## src/rtl/cfg_frame_shift_loader.sv

```systemverilog
// Serial config bitstream to BL frame register, then one-hot WL write strobe per row.
// Frames are shifted MSB first; WL_DEPTH frames make up one load.
module cfg_frame_shift_loader #(
  parameter int BL_WIDTH   = 8,
  parameter int WL_DEPTH   = 4,
  parameter int WEN_CYCLES = 2,
  localparam int RW = (WL_DEPTH > 1) ? $clog2(WL_DEPTH) : 1
) (
  input  logic                CK,
  input  logic                RSTN,
  input  logic                start,
  input  logic                abort,
  input  logic                din_valid,
  input  logic                din,
  output logic                din_ready,
  output logic [BL_WIDTH-1:0] bl,
  output logic [WL_DEPTH-1:0] wlw,
  output logic [RW-1:0]       row,
  output logic                busy,
  output logic                done
);

  localparam int BW = (BL_WIDTH > 1) ? $clog2(BL_WIDTH) : 1;
  localparam int CW = (WEN_CYCLES > 1) ? $clog2(WEN_CYCLES) : 1;
  localparam logic [BW-1:0] BIT_LAST = BW'(BL_WIDTH - 1);
  localparam logic [CW-1:0] WEN_LAST = CW'(WEN_CYCLES - 1);
  localparam logic [RW-1:0] ROW_LAST = RW'(WL_DEPTH - 1);

  typedef enum logic [1:0] {
    IDLE  = 2'd0,
    SHIFT = 2'd1,
    WRITE = 2'd2,
    DONE  = 2'd3
  } state_t;

  state_t            state, state_n;
  logic [BW-1:0]     bit_cnt;
  logic [CW-1:0]     wen_cnt;
  logic [BL_WIDTH-1:0] bl_shift;

  generate
    if (BL_WIDTH == 1) begin : g_one
      assign bl_shift = din;
    end else begin : g_many
      assign bl_shift = {bl[BL_WIDTH-2:0], din};
    end
  endgenerate

  always_comb begin
    state_n = state;
    unique case (state)
      IDLE:  if (start) state_n = SHIFT;
      SHIFT: if (din_valid && bit_cnt == BIT_LAST)
               state_n = WRITE;
      WRITE: if (wen_cnt == WEN_LAST)
               state_n = (row == ROW_LAST) ? DONE : SHIFT;
      DONE:  state_n = IDLE;
      default: state_n = IDLE;
    endcase
    if (abort) state_n = IDLE;
  end

  always_ff @(posedge CK or negedge RSTN) begin
    if (!RSTN) begin
      state   <= IDLE;
      bl      <= '0;
      row     <= '0;
      bit_cnt <= '0;
      wen_cnt <= '0;
    end else begin
      state <= state_n;
      if (abort) begin
        row     <= '0;
        bit_cnt <= '0;
        wen_cnt <= '0;
      end else begin
        unique case (state)
          IDLE: if (start) begin
            row     <= '0;
            bit_cnt <= '0;
          end
          SHIFT: if (din_valid) begin
            bl      <= bl_shift;
            bit_cnt <= (bit_cnt == BIT_LAST) ? '0 : bit_cnt + BW'(1);
          end
          WRITE: if (wen_cnt == WEN_LAST) begin
            wen_cnt <= '0;
            if (row != ROW_LAST) row <= row + RW'(1);
          end else begin
            wen_cnt <= wen_cnt + CW'(1);
          end
          default: ;
        endcase
      end
    end
  end

  // Strobe is a pure decode of registered state/row, so it can never be multi-hot
  always_comb begin
    wlw = '0;
    for (int i = 0; i < WL_DEPTH; i++)
      wlw[i] = (state == WRITE) && (row == RW'(i));
  end

  assign din_ready = (state == SHIFT);
  assign busy      = (state == SHIFT) || (state == WRITE);
  assign done      = (state == DONE);

endmodule

```

## config.mk

```make
export PLATFORM = sky130hd
export DESIGN_NAME = cfg_frame_shift_loader
export DESIGN_NICKNAME = d
export VERILOG_FILES = /design/src/rtl/cfg_frame_shift_loader.sv
export SDC_FILE = /design/constraint.sdc
export NUM_CORES = 1
export LEC_CHECK = 0
export ABC_AREA = 1
export BUFFER_PORTS_ARGS = -buffer_cell sky130_fd_sc_hd__buf_2
export CAP_MARGIN = 20
export CORE_MARGIN = 2
export CORE_UTILIZATION = 35
export CTS_CLUSTER_DIAMETER = 80
export DETAILED_ROUTE_END_ITERATION = 7
export PLACE_DENSITY_LB_ADDON = 0.3
export RECOVER_POWER = 100
export SETUP_SLACK_MARGIN = 0.1
export SLEW_MARGIN = 30
export SYNTH_ARGS = -nofsm -noshare
export SYNTH_HDL_FRONTEND = slang
export SYNTH_SLANG_ARGS = --single-unit
```

## constraint.sdc

```tcl
create_clock -name CK -period 1.9 [get_ports CK]
set_input_delay 0.38 -clock CK [delete_from_list [all_inputs] [get_ports CK]]
set_output_delay 0.38 -clock CK [all_outputs]
set_load 0.03 [all_outputs]
```

==> results_tabular.tex, run 1 <==
\begin{tabular}{lr}
\hline
Metric & Value \\
\hline
\multicolumn{2}{l}{\textbf{Outcome}} \\
Status & finished, final reports clean \\
\multicolumn{2}{l}{\textbf{Timing}} \\
Sum of negative setup slack & 0 ns \\
Worst slew pin tran & 0.894 ns \\
Hold Fails Final Rpt & 0 \\
Final worst hold slack & 0.329 ns \\
Max Fclk & 565 MHz \\
RSZ-0062 raised after global routing & true \\
Total of endpoints with negative setup slack in the final report & 0 \\
Max transition margin & 40.4\% \\
Worst setup skew after layout & 0.000655 ns \\
Post-layout minimum cycle time & 1.77 ns \\
Max Transition Viols Final & 0 \\
Part of the cycle the worst path needs & 93.1\% \\
\multicolumn{2}{l}{\textbf{Clock network}} \\
Reg clk slew, reported paths & 0.10 ns \\
CTS tree & done \\
Deepest clock path buffer count & 2 \\
Clock root cell & sky130\_fd\_sc\_hd\_\_clkbuf\_4 \\
H-Tree Level Count & 1 \\
Clock buffers created by TritonCTS & 3 \\
TritonCTS sink count & 16 \\
Clock latency at the later pin of the worst-skew pair & 0.29 ns \\
\multicolumn{2}{l}{\textbf{Synthesis}} \\
Mean post-synth cell area & 8.31 um\^{}2 \\
Count of state elements after synthesis & 16 \\
Seq/Total Area, Yosys & 41.2\% \\
Synth cell types & 17 \\
Yosys warning count & 0 \\
Net count of the mapped netlist & 134 \\
Syn Inst Count & 117 \\
Mapped cell area & 972 um\^{}2 \\
\multicolumn{2}{l}{\textbf{Power and ir drop}} \\
Total leakage power & 0.641 nW \\
Total power divided by cell area & 1530 nW/um\^{}2 \\
Peak supply drop & 0.843 mV \\
\multicolumn{2}{l}{\textbf{Floorplanning}} \\
Starting Density & 36.2\% \\
Num rows & 19 \\
Floorplan die area & 3220 um\^{}2 \\
Number of top-level design ports & 23 \\
Die Width & 56.7 um \\
Total core area & 2690 um\^{}2 \\
Height of the chip & 56.7 um \\
\multicolumn{2}{l}{\textbf{Cells and area}} \\
Number of antenna cells inserted & 0 \\
Share of cells above drive strength 1 & 21.9\% \\
Number of fillers in the final layout & 287 \\
Final core occ & 43.1\% \\
Layout area overhead & 19.2\% \\
Post-layout net count & 164 \\
\multicolumn{2}{l}{\textbf{Global route}} \\
Antenna violations before repair & 0 \\
Global Route met3 Usage & 2.07\% \\
Wire length of the first global-routing pass & 3.17 mm \\
Total congestion overflow after global routing & 0 \\
Pin count of the biggest net entering global routing & 17 \\
Number of global-route vias before repair & 742 \\
Met1 usage & 16.3\% \\
Gr usage total & 12.6\% \\
Met2 capacity usage during global routing & 19.9\% \\
Most crowded layer after global routing & met2 \\
\multicolumn{2}{l}{\textbf{Worst hold path}} \\
Worst min-delay path class & input pin to flip-flop \\
Hold path startpoint & din \\
Depth of the worst hold-timing path & 3 \\
Hold Path End & bl[0] \\
\multicolumn{2}{l}{\textbf{Detailed routing}} \\
Detailed-route via count & 809 \\
DRC violation total after the first TritonRoute iteration & 16 \\
Via-to-Cell Ratio & 4.57 \\
Sum of routed wire length over all layers & 1.92 mm \\
Number of iterations in the first detailed-routing pass & 4 \\
DRC Markers & 0 \\
Post-detailed-route wirelength per cell & 10.8 um \\
Antenna Violating Nets Remaining & 0 \\
\multicolumn{2}{l}{\textbf{Worst setup path}} \\
Category of the critical setup timing path & flip-flop to output port \\
Reg-to-reg startpoint & state[1] \\
WP data arrival & 1.39 ns \\
Critical path endpoint category & output port \\
R2R setup slack & 0.34 ns \\
Slowest stage delay, CP & 0.45 ns \\
Standard cell with the maximum stage delay on the critical path & sky130\_fd\_sc\_hd\_\_dfrtp\_2 \\
Top cell by count, worst path & sky130\_fd\_sc\_hd\_\_inv\_1 \\
Critical path startpoint category & flip-flop \\
Critical Path, Cell by Cell & inv\_1, ha\_4, nand2\_1, inv\_1, buf\_4 \\
Required time at the endpoint of the critical path & 1.52 ns \\
R2R depth & 5 \\
RR Endpoint & bl[0] \\
Largest fanout on the critical path & 7 \\
\multicolumn{2}{l}{\textbf{Job}} \\
Reported max-cap violation count & 0 \\
\multicolumn{2}{l}{\textbf{Placement}} \\
Global placer's final weighted congestion & 0.822 \\
Port buffer count & 22 \\
Sum of net half-perimeters after detailed placement & 1.35 mm \\
\hline
\end{tabular}
cell usage in the layout (no fill, tap or decap):
| cell type | Yosys | final |
|---|---|---|
| sky130_fd_sc_hd__buf_2 | 0 | 5 |
| sky130_fd_sc_hd__nand3_1 | 3 | 3 |
| sky130_fd_sc_hd__o21ai_0 | 2 | 4 |
| sky130_fd_sc_hd__clkbuf_2 | 1 | 4 |
| sky130_fd_sc_hd__clkbuf_4 | 0 | 3 |
| sky130_fd_sc_hd__clkbuf_1 | 0 | 12 |
| sky130_fd_sc_hd__o21ai_2 | 4 | 2 |
| sky130_fd_sc_hd__nor2_2 | 1 | 1 |
| sky130_fd_sc_hd__dlygate4sd3_1 | 0 | 1 |
| sky130_fd_sc_hd__ha_2 | 0 | 1 |
| sky130_fd_sc_hd__nand4_1 | 2 | 2 |
| sky130_fd_sc_hd__nor2_1 | 14 | 14 |
| sky130_fd_sc_hd__clkbuf_8 | 0 | 1 |
| sky130_fd_sc_hd__dfrtp_2 | 0 | 1 |
| sky130_fd_sc_hd__nand2_1 | 33 | 36 |
| sky130_fd_sc_hd__dfrtp_1 | 16 | 15 |
| sky130_fd_sc_hd__ha_4 | 0 | 1 |
| sky130_fd_sc_hd__o21ai_1 | 3 | 3 |
| sky130_fd_sc_hd__ha_1 | 11 | 9 |
| sky130_fd_sc_hd__a21oi_2 | 4 | 4 |
| sky130_fd_sc_hd__nand2_2 | 5 | 2 |
| sky130_fd_sc_hd__inv_2 | 1 | 1 |
| sky130_fd_sc_hd__nand3_2 | 0 | 1 |
| sky130_fd_sc_hd__inv_1 | 15 | 15 |
| sky130_fd_sc_hd__buf_4 | 0 | 5 |
kinds of logic (layout without fill, tap and decap cells):
family          Yosys count  in the layout  synth area share, %
buf+inv                  18             47                 8.24
compound gates           13             13                 9.78
fa+ha+maj                11             11                 14.2
flops                    16             16                 41.2
simple gates             59             59                 26.6
critical path, delay by kind of cell (launching register included):
family | cells | cell delay, ns
flip-flops | 1 | 0.45
adder cells (fa/ha/maj) | 1 | 0.19
buffers and inverters | 3 | 0.38
AND/OR/NAND/NOR | 1 | 0.07
cells in the mapped netlist, drive strengths merged:
library cell | number | share of area [%]
nor2 | 15 | 6.0
dfrtp | 16 | 41
nand2 | 38 | 16
nand3 | 4 | 3.3
buf | 1 | 1.5
clkbuf | 1 | 0.51
ha | 11 | 14
o21ai | 9 | 6.2
a21oi | 4 | 3.6
inv | 16 | 6.2
nand4 | 2 | 1.3
through the flow:
stage / worst slack, ns / total power [W] / cell area [um^2] / cells
after global routing: 0.0458 / 0.00191 / 1160 / 177
after CTS: 0.0929 / 0.00179 / 1160 / 173
after floorplan: 0.412 / 0.00131 / 972 / 117
after global placement: 0.317 / 0.00150 / 1100 / 168
final: 0.131 / 0.00177 / 1160 / 177
after detailed placement: 0.269 / 0.00152 / 1100 / 168
repair_timing:
item	CTS	global route
endpoints found under the setup margin	4	6
hold buffers	1	0
buffers inserted	0	4
gates resized for setup	4	4
pin swaps	0	0
hold endpoints to repair	16	0
routing by layer:
layer  routed length, um  vias to the layer above
li1                    -                      421
met1                 913                      374
met2                 930                       10
met3                  51                        4
met4                  24                        0
met5                   0                        -
final cells by class:
cell class	instances	area (um^2)	area share, %
inverter	16	60.1	5.18
multi-input combinational	83	484	41.8
clock buffer	4	36.3	3.13
tap	31	38.8	3.35
sequential	16	402	34.7
timing repair buffer	27	138	11.9
registers in the layout, indices dropped and copies added (netlist names):
signal,flops
bit_cnt,3
bl,8
row,2
state,2
wen_cnt,1
worst max path at each step:
| stage | startpoint | to | slack, ns |
|---|---|---|---|
| CTS | state[1] | din_ready | 0.09 |
| global route | state[0] | wlw[3] | 0.05 |
| detailed placement | state[0] | wlw[3] | 0.27 |
| finish | state[0] | wlw[3] | 0.13 |
| floorplan | state[0] | wlw[3] | 0.41 |
| global placement | state[0] | wlw[3] | 0.32 |
where the power goes:
group	switching, W	internal [W]	total [W]
registers	0.000104	0.000469	0.000573
logic	0.000657	0.000304	0.000961
clock network	0.000119	0.000117	0.000236
(Power assumes the default switching activity.)
==> inputs of run 2 (changes only) <==
--- a/config.mk
+++ b/config.mk
@@ -13,7 +13,6 @@
 export CTS_CLUSTER_DIAMETER = 80
 export DETAILED_ROUTE_END_ITERATION = 7
 export PLACE_DENSITY_LB_ADDON = 0.3
-export RECOVER_POWER = 100
 export SETUP_SLACK_MARGIN = 0.1
 export SLEW_MARGIN = 30
 export SYNTH_ARGS = -nofsm -noshare
==> run 2 against run 1 <==
Via count decreased by 0.49%. Final cell count unchanged. Utilization is 1.4 points higher. Largest cell class unchanged.
==> results_tabular.tex, run 2 (synthesis gave the netlist of run 1 again) <==
\begin{tabular}{lr}
\hline
Metric & Value \\
\hline
\multicolumn{2}{l}{\textbf{Cells and area}} \\
Largest Register & bl \\
Post-route cell area & 1200 um\^{}2 \\
Share of cells above drive strength 1 & 34.9\% \\
Commonest cells after routing, fill and taps aside & sky130\_fd\_sc\_hd\_\_nand2\_1, sky130\_fd\_sc\_hd\_\_buf\_2, sky130\_fd\_sc\_hd\_\_inv\_1, sky130\_fd\_sc\_hd\_\_nor2\_1, sky130\_fd\_sc\_hd\_\_dfrtp\_1 \\
Most common library cell in the layout ignoring fill and taps & sky130\_fd\_sc\_hd\_\_nand2\_1 \\
Number of antenna cells inserted & 0 \\
Final core occ & 44.6\% \\
Post-layout net count & 164 \\
Layout area overhead & 23.2\% \\
Largest register FFs & 8 \\
Number of fillers in the final layout & 275 \\
Largest registers & bl x8, bit\_cnt x3 \\
\multicolumn{2}{l}{\textbf{Timing}} \\
RSZ-0062 raised after global routing & true \\
Worst setup skew after layout & 0.00321 ns \\
Part of the cycle the worst path needs & 91.0\% \\
Hold Fails Final Rpt & 0 \\
Post-layout minimum cycle time & 1.73 ns \\
Sum of negative setup slack & 0 ns \\
Max Transition Viols Final & 0 \\
Total of endpoints with negative setup slack in the final report & 0 \\
Max transition margin & 75.0\% \\
Max Fclk & 579 MHz \\
Worst slew pin tran & 0.375 ns \\
Worst Setup Slack, final & 0.172 ns \\
\multicolumn{2}{l}{\textbf{Detailed routing}} \\
DRC Markers & 0 \\
Antenna Violating Nets Remaining & 0 \\
Via-to-Cell Ratio & 4.55 \\
Number of iterations in the first detailed-routing pass & 4 \\
DRC violation total after the first TritonRoute iteration & 16 \\
Sum of routed wire length over all layers & 1.95 mm \\
Post-detailed-route wirelength per cell & 11.0 um \\
Detailed-route via count & 805 \\
\multicolumn{2}{l}{\textbf{Worst setup path}} \\
R2R setup slack & 0.49 ns \\
Termination of the worst setup path & din\_ready \\
Largest fanout on the critical path & 5 \\
R2R depth & 5 \\
Beginning of the critical path & state[1] \\
Reg-to-reg startpoint & state[1] \\
Category of the critical setup timing path & flip-flop to output port \\
Critical path endpoint category & output port \\
RR Endpoint & bl[0] \\
Required time at the endpoint of the critical path & 1.52 ns \\
Critical path startpoint category & flip-flop \\
WP data arrival & 1.35 ns \\
\multicolumn{2}{l}{\textbf{Clock network}} \\
CTS tree & done \\
Clock root cell & sky130\_fd\_sc\_hd\_\_clkbuf\_4 \\
H-Tree Level Count & 1 \\
Reg clk slew, reported paths & 0.10 ns \\
Clock latency at the later pin of the worst-skew pair & 0.29 ns \\
Deepest clock path buffer count & 2 \\
Clock buffers created by TritonCTS & 3 \\
TritonCTS sink count & 16 \\
\multicolumn{2}{l}{\textbf{Power and ir drop}} \\
Peak supply drop & 0.874 mV \\
Overall power & 0.00184 W \\
Total power divided by cell area & 1540 nW/um\^{}2 \\
Total leakage power & 0.683 nW \\
\multicolumn{2}{l}{\textbf{Floorplanning}} \\
Number of top-level design ports & 23 \\
Total core area & 2690 um\^{}2 \\
Die Width & 56.7 um \\
Floorplan die area & 3220 um\^{}2 \\
Starting Density & 36.2\% \\
Num rows & 19 \\
Height of the chip & 56.7 um \\
\multicolumn{2}{l}{\textbf{Global route}} \\
Gr usage total & 12.6\% \\
Wire length of the first global-routing pass & 3.17 mm \\
Total congestion overflow after global routing & 0 \\
Antenna violations before repair & 0 \\
Number of global-route vias before repair & 742 \\
Pin count of the biggest net entering global routing & 17 \\
\multicolumn{2}{l}{\textbf{Placement}} \\
Port buffer count & 22 \\
Global placer's final weighted congestion & 0.822 \\
Post-placement cell area & 1100 um\^{}2 \\
Sum of net half-perimeters after detailed placement & 1.35 mm \\
Worst slack after detailed placement & 0.269 ns \\
\multicolumn{2}{l}{\textbf{Worst hold path}} \\
Hold path startpoint & din \\
Worst min-delay path class & input pin to flip-flop \\
\multicolumn{2}{l}{\textbf{Outcome}} \\
Status & finished, final reports clean \\
\multicolumn{2}{l}{\textbf{Job}} \\
Reported max-cap violation count & 0 \\
\hline
\end{tabular}
run 2: changes by cell type in the layout (fill, tap and decap cells not counted), sizes merged:
cell | previous run | this run
buf | 10 | 26
clkbuf | 20 | 4
run 2: area by class of cell:
type	count	area (um^2)	area share [%]
Clock buffer	4	36.3	3.03
Inverter	16	60.1	5.02
Multi-Input combinational cell	83	507	42.3
Sequential cell	16	403	33.6
Tap cell	31	38.8	3.24
Timing Repair Buffer	27	153	12.7
run 2: where the power goes:
group	total, W	internal [W]	switching (W)	leakage, nW
Clock	0.000237	0.000117	0.000120	0.0210
Combinational	0.00103	0.000347	0.000678	0.464
Sequential	0.000576	0.000471	0.000106	0.198
Total	0.00184	0.000934	0.000904	0.683
run 2: critical path, stage by stage (launching register included):
cell	delay [ns]
sky130_fd_sc_hd__dfrtp_2	0.46
sky130_fd_sc_hd__inv_1	0.13
sky130_fd_sc_hd__ha_2	0.25
sky130_fd_sc_hd__buf_2	0.21
run 2: routing by layer:
layer | vias to the layer above | GRT usage [%] | routed length, um
met5 | - | 0 | 0
met4 | 0 | 6.80 | 27
met3 | 4 | 2.07 | 53
met2 | 15 | 19.9 | 925
met1 | 368 | 16.3 | 946
li1 | 418 | - | -
run 2: how the worst min path moves through the flow:
stage,end,slack [ns],cells after the start
4_1_cts,bl[0],0.33,3
2_1_floorplan,bit_cnt[0],0.08,0
5_1_grt,bl[0],0.32,3
3_5_place_dp,state[1],0.32,1
6_report,bl[0],0.33,3
3_3_place_gp,state[1],0.32,1
run 2: stage by stage:
step / hold slack (ns) / std cells
floorplan: 0.0844 / 117
global placement: 0.318 / 168
detailed placement: 0.322 / 168
CTS: 0.327 / 173
global route: 0.318 / 177
finish: 0.329 / 177
run 2: repair_timing:
| item | CTS | global route |
|---|---|---|
| hold buffers | 1 | 0 |
| resized for setup | 4 | 4 |
| endpoints found under the setup margin | 4 | 6 |
| setup buffers | 0 | 4 |
| hold endpoints to repair | 16 | 0 |
==> inputs of run 3 (changes only) <==
--- a/config.mk
+++ b/config.mk
@@ -14,7 +14,7 @@
 export DETAILED_ROUTE_END_ITERATION = 7
 export PLACE_DENSITY_LB_ADDON = 0.3
 export SETUP_SLACK_MARGIN = 0.1
-export SLEW_MARGIN = 30
+export SLEW_MARGIN = 10
 export SYNTH_ARGS = -nofsm -noshare
 export SYNTH_HDL_FRONTEND = slang
 export SYNTH_SLANG_ARGS = --single-unit
==> constraint.sdc (replaced) <==
create_clock -name CK -period 2.2 [get_ports CK]
set_input_delay 0.44 -clock CK [delete_from_list [all_inputs] [get_ports CK]]
set_output_delay 0.44 -clock CK [all_outputs]
set_load 0.03 [all_outputs]
==> run 3 against run 2 <==
Sequential cell count is the same. Utilization shrank 2.1 points. Combinational power shrank 21%. Sequential share of layout area grew 1.5 points. Total power shrank 18%. Global-route usage shrank 0.28 points. Clock-buffer cell count is the same. Cell area shrank 4.8%. Die area is the same.
==> results_tabular.tex, run 3 (synthesis gave the netlist of run 1 again) <==
\begin{tabular}{lr}
\hline
Metric & Value \\
\hline
\multicolumn{2}{l}{\textbf{Cells and area}} \\
Largest Register & bl \\
Share of cells above drive strength 1 & 30.5\% \\
Most common library cell in the layout ignoring fill and taps & sky130\_fd\_sc\_hd\_\_nand2\_1 \\
Largest register FFs & 8 \\
Post-layout net count & 159 \\
Commonest cells after routing, fill and taps aside & sky130\_fd\_sc\_hd\_\_nand2\_1, sky130\_fd\_sc\_hd\_\_buf\_2, sky130\_fd\_sc\_hd\_\_dfrtp\_1 \\
Largest registers & bl x8, bit\_cnt x3 \\
Number of antenna cells inserted & 0 \\
Number of fillers in the final layout & 276 \\
Layout area overhead & 17.2\% \\
\multicolumn{2}{l}{\textbf{Clock network}} \\
Clock root cell & sky130\_fd\_sc\_hd\_\_clkbuf\_4 \\
CTS tree & done \\
Clock buffers created by TritonCTS & 3 \\
H-Tree Level Count & 1 \\
Number of buffers inserted by post-CTS setup repair & 0 \\
TritonCTS sink count & 16 \\
Reg clk slew, reported paths & 0.10 ns \\
Post-CTS Hold Buffers & 0 \\
Deepest clock path buffer count & 2 \\
Clock latency at the later pin of the worst-skew pair & 0.30 ns \\
\multicolumn{2}{l}{\textbf{Worst hold path}} \\
Worst min-delay path class & input pin to asynchronous set/reset pin \\
\multicolumn{2}{l}{\textbf{Detailed routing}} \\
Post-detailed-route wirelength per cell & 10.7 um \\
Detailed-route via count & 775 \\
Number of iterations in the first detailed-routing pass & 4 \\
Sum of routed wire length over all layers & 1.84 mm \\
Via-to-Cell Ratio & 4.51 \\
DRC Markers & 0 \\
DRC violation total after the first TritonRoute iteration & 12 \\
Antenna Violating Nets Remaining & 0 \\
\multicolumn{2}{l}{\textbf{Timing}} \\
Worst setup skew after layout & 0.00269 ns \\
Worst slew pin tran & 0.376 ns \\
Total of endpoints with negative setup slack in the final report & 0 \\
Post-layout minimum cycle time & 1.95 ns \\
Max Fclk & 514 MHz \\
Hold Fails Final Rpt & 0 \\
Max Transition Viols Final & 0 \\
Max transition margin & 75.0\% \\
Part of the cycle the worst path needs & 88.4\% \\
Sum of negative setup slack & 0 ns \\
RSZ-0062 raised after global routing & false \\
\multicolumn{2}{l}{\textbf{Worst setup path}} \\
Critical path startpoint category & flip-flop \\
Standard cell with the maximum stage delay on the critical path & sky130\_fd\_sc\_hd\_\_dfrtp\_1 \\
Required time at the endpoint of the critical path & 1.76 ns \\
Largest fanout on the critical path & 8 \\
Category of the critical setup timing path & flip-flop to output port \\
Critical Path, Cell by Cell & inv\_1, ha\_2, nand2\_1, inv\_1, buf\_2 \\
Critical path endpoint category & output port \\
Worst Path Buf+Inv & 3 \\
Reg-to-reg startpoint & state[1] \\
RR Endpoint & bl[0] \\
Top cell by count, worst path & sky130\_fd\_sc\_hd\_\_inv\_1 \\
Worst path depth & 5 \\
WP data arrival & 1.51 ns \\
R2R depth & 5 \\
Slowest stage delay, CP & 0.46 ns \\
R2R setup slack & 0.77 ns \\
Crit-path leading delay family & flip-flops \\
\multicolumn{2}{l}{\textbf{Placement}} \\
Global placer's final weighted congestion & 0.822 \\
Port buffer count & 22 \\
Sum of net half-perimeters after detailed placement & 1.35 mm \\
\multicolumn{2}{l}{\textbf{Floorplanning}} \\
Num rows & 19 \\
Floorplan die area & 3220 um\^{}2 \\
Die Width & 56.7 um \\
Starting Density & 36.2\% \\
Number of top-level design ports & 23 \\
Total core area & 2690 um\^{}2 \\
Height of the chip & 56.7 um \\
\multicolumn{2}{l}{\textbf{Power and ir drop}} \\
Total leakage power & 0.661 nW \\
Overall power & 0.00151 W \\
Total power divided by cell area & 1330 nW/um\^{}2 \\
Peak supply drop & 0.753 mV \\
\multicolumn{2}{l}{\textbf{Global route}} \\
Pin count of the biggest net entering global routing & 17 \\
Antenna violations before repair & 0 \\
Total congestion overflow after global routing & 0 \\
Wire length of the first global-routing pass & 3.10 mm \\
Gr usage total & 12.3\% \\
Number of global-route vias before repair & 725 \\
\multicolumn{2}{l}{\textbf{Job}} \\
Reported max-cap violation count & 0 \\
\multicolumn{2}{l}{\textbf{Outcome}} \\
Status & finished, final reports clean \\
\hline
\end{tabular}
## run 3: cell type report
cell class              count  area, um^2  share of cell area, %
clock buffers               4        36.3                   3.18
inverters                  16        60.1                   5.27
multi-input cells          83         494                   43.4
flip-flops and latches     16         400                   35.1
well taps                  31        38.8                   3.40
repair buffers             22         110                   9.66
## run 3: through the flow
stage	utilization [%]	cell area [um^2]	setup WS (ns)	hold slack [ns]	cells
6_report	42.4	1140	0.254	0.0408	172
5_1_grt	42.4	1140	0.139	0.0509	172
4_1_cts	42.3	1140	0.166	0.0528	172
3_5_place_dp	41.0	1100	0.509	0.382	168
3_3_place_gp	41.0	1100	0.557	0.378	168
2_1_floorplan	-	972	0.652	0.144	117
## run 3: worst reg2reg max path: stages (launching register included)
cell	delay, ns
sky130_fd_sc_hd__dfrtp_1	0.44
sky130_fd_sc_hd__inv_1	0.13
sky130_fd_sc_hd__ha_1	0.27
sky130_fd_sc_hd__nand3_4	0.24
sky130_fd_sc_hd__nor2_1	0.19
sky130_fd_sc_hd__a21oi_2	0.04
## run 3: power by group
| group | switching (W) | internal (W) | leakage (nW) |
|---|---|---|---|
| logic | 0.000561 | 0.000251 | 0.439 |
| registers | 0.0000898 | 0.000403 | 0.201 |
| clock network | 0.000106 | 0.000101 | 0.0210 |
## run 3: what timing repair did
action / CTS / global route
setup endpoints to repair: 0 / 1
hold endpoints to repair: 0 / 0
resized for setup: 0 / 1
## run 3: layer usage
metal / vias up / wire length (um) / global-route usage [%]
li1: 409 / - / -
met4: 0 / 30 / 6.80
met3: 4 / 43 / 2.07
met2: 10 / 854 / 18.9
met5: - / 0 / 0
met1: 352 / 908 / 16.4
## run 3: how the worst max path moves through the flow
| stage | from | endpoint | slack (ns) |
|---|---|---|---|
| after floorplan | state[0] | wlw[3] | 0.65 |
| after global routing | state[0] | wlw[3] | 0.14 |
| final | state[0] | wlw[3] | 0.25 |
| after global placement | state[0] | wlw[3] | 0.56 |
| after CTS | state[0] | wlw[3] | 0.17 |
| after detailed placement | state[0] | wlw[3] | 0.51 |
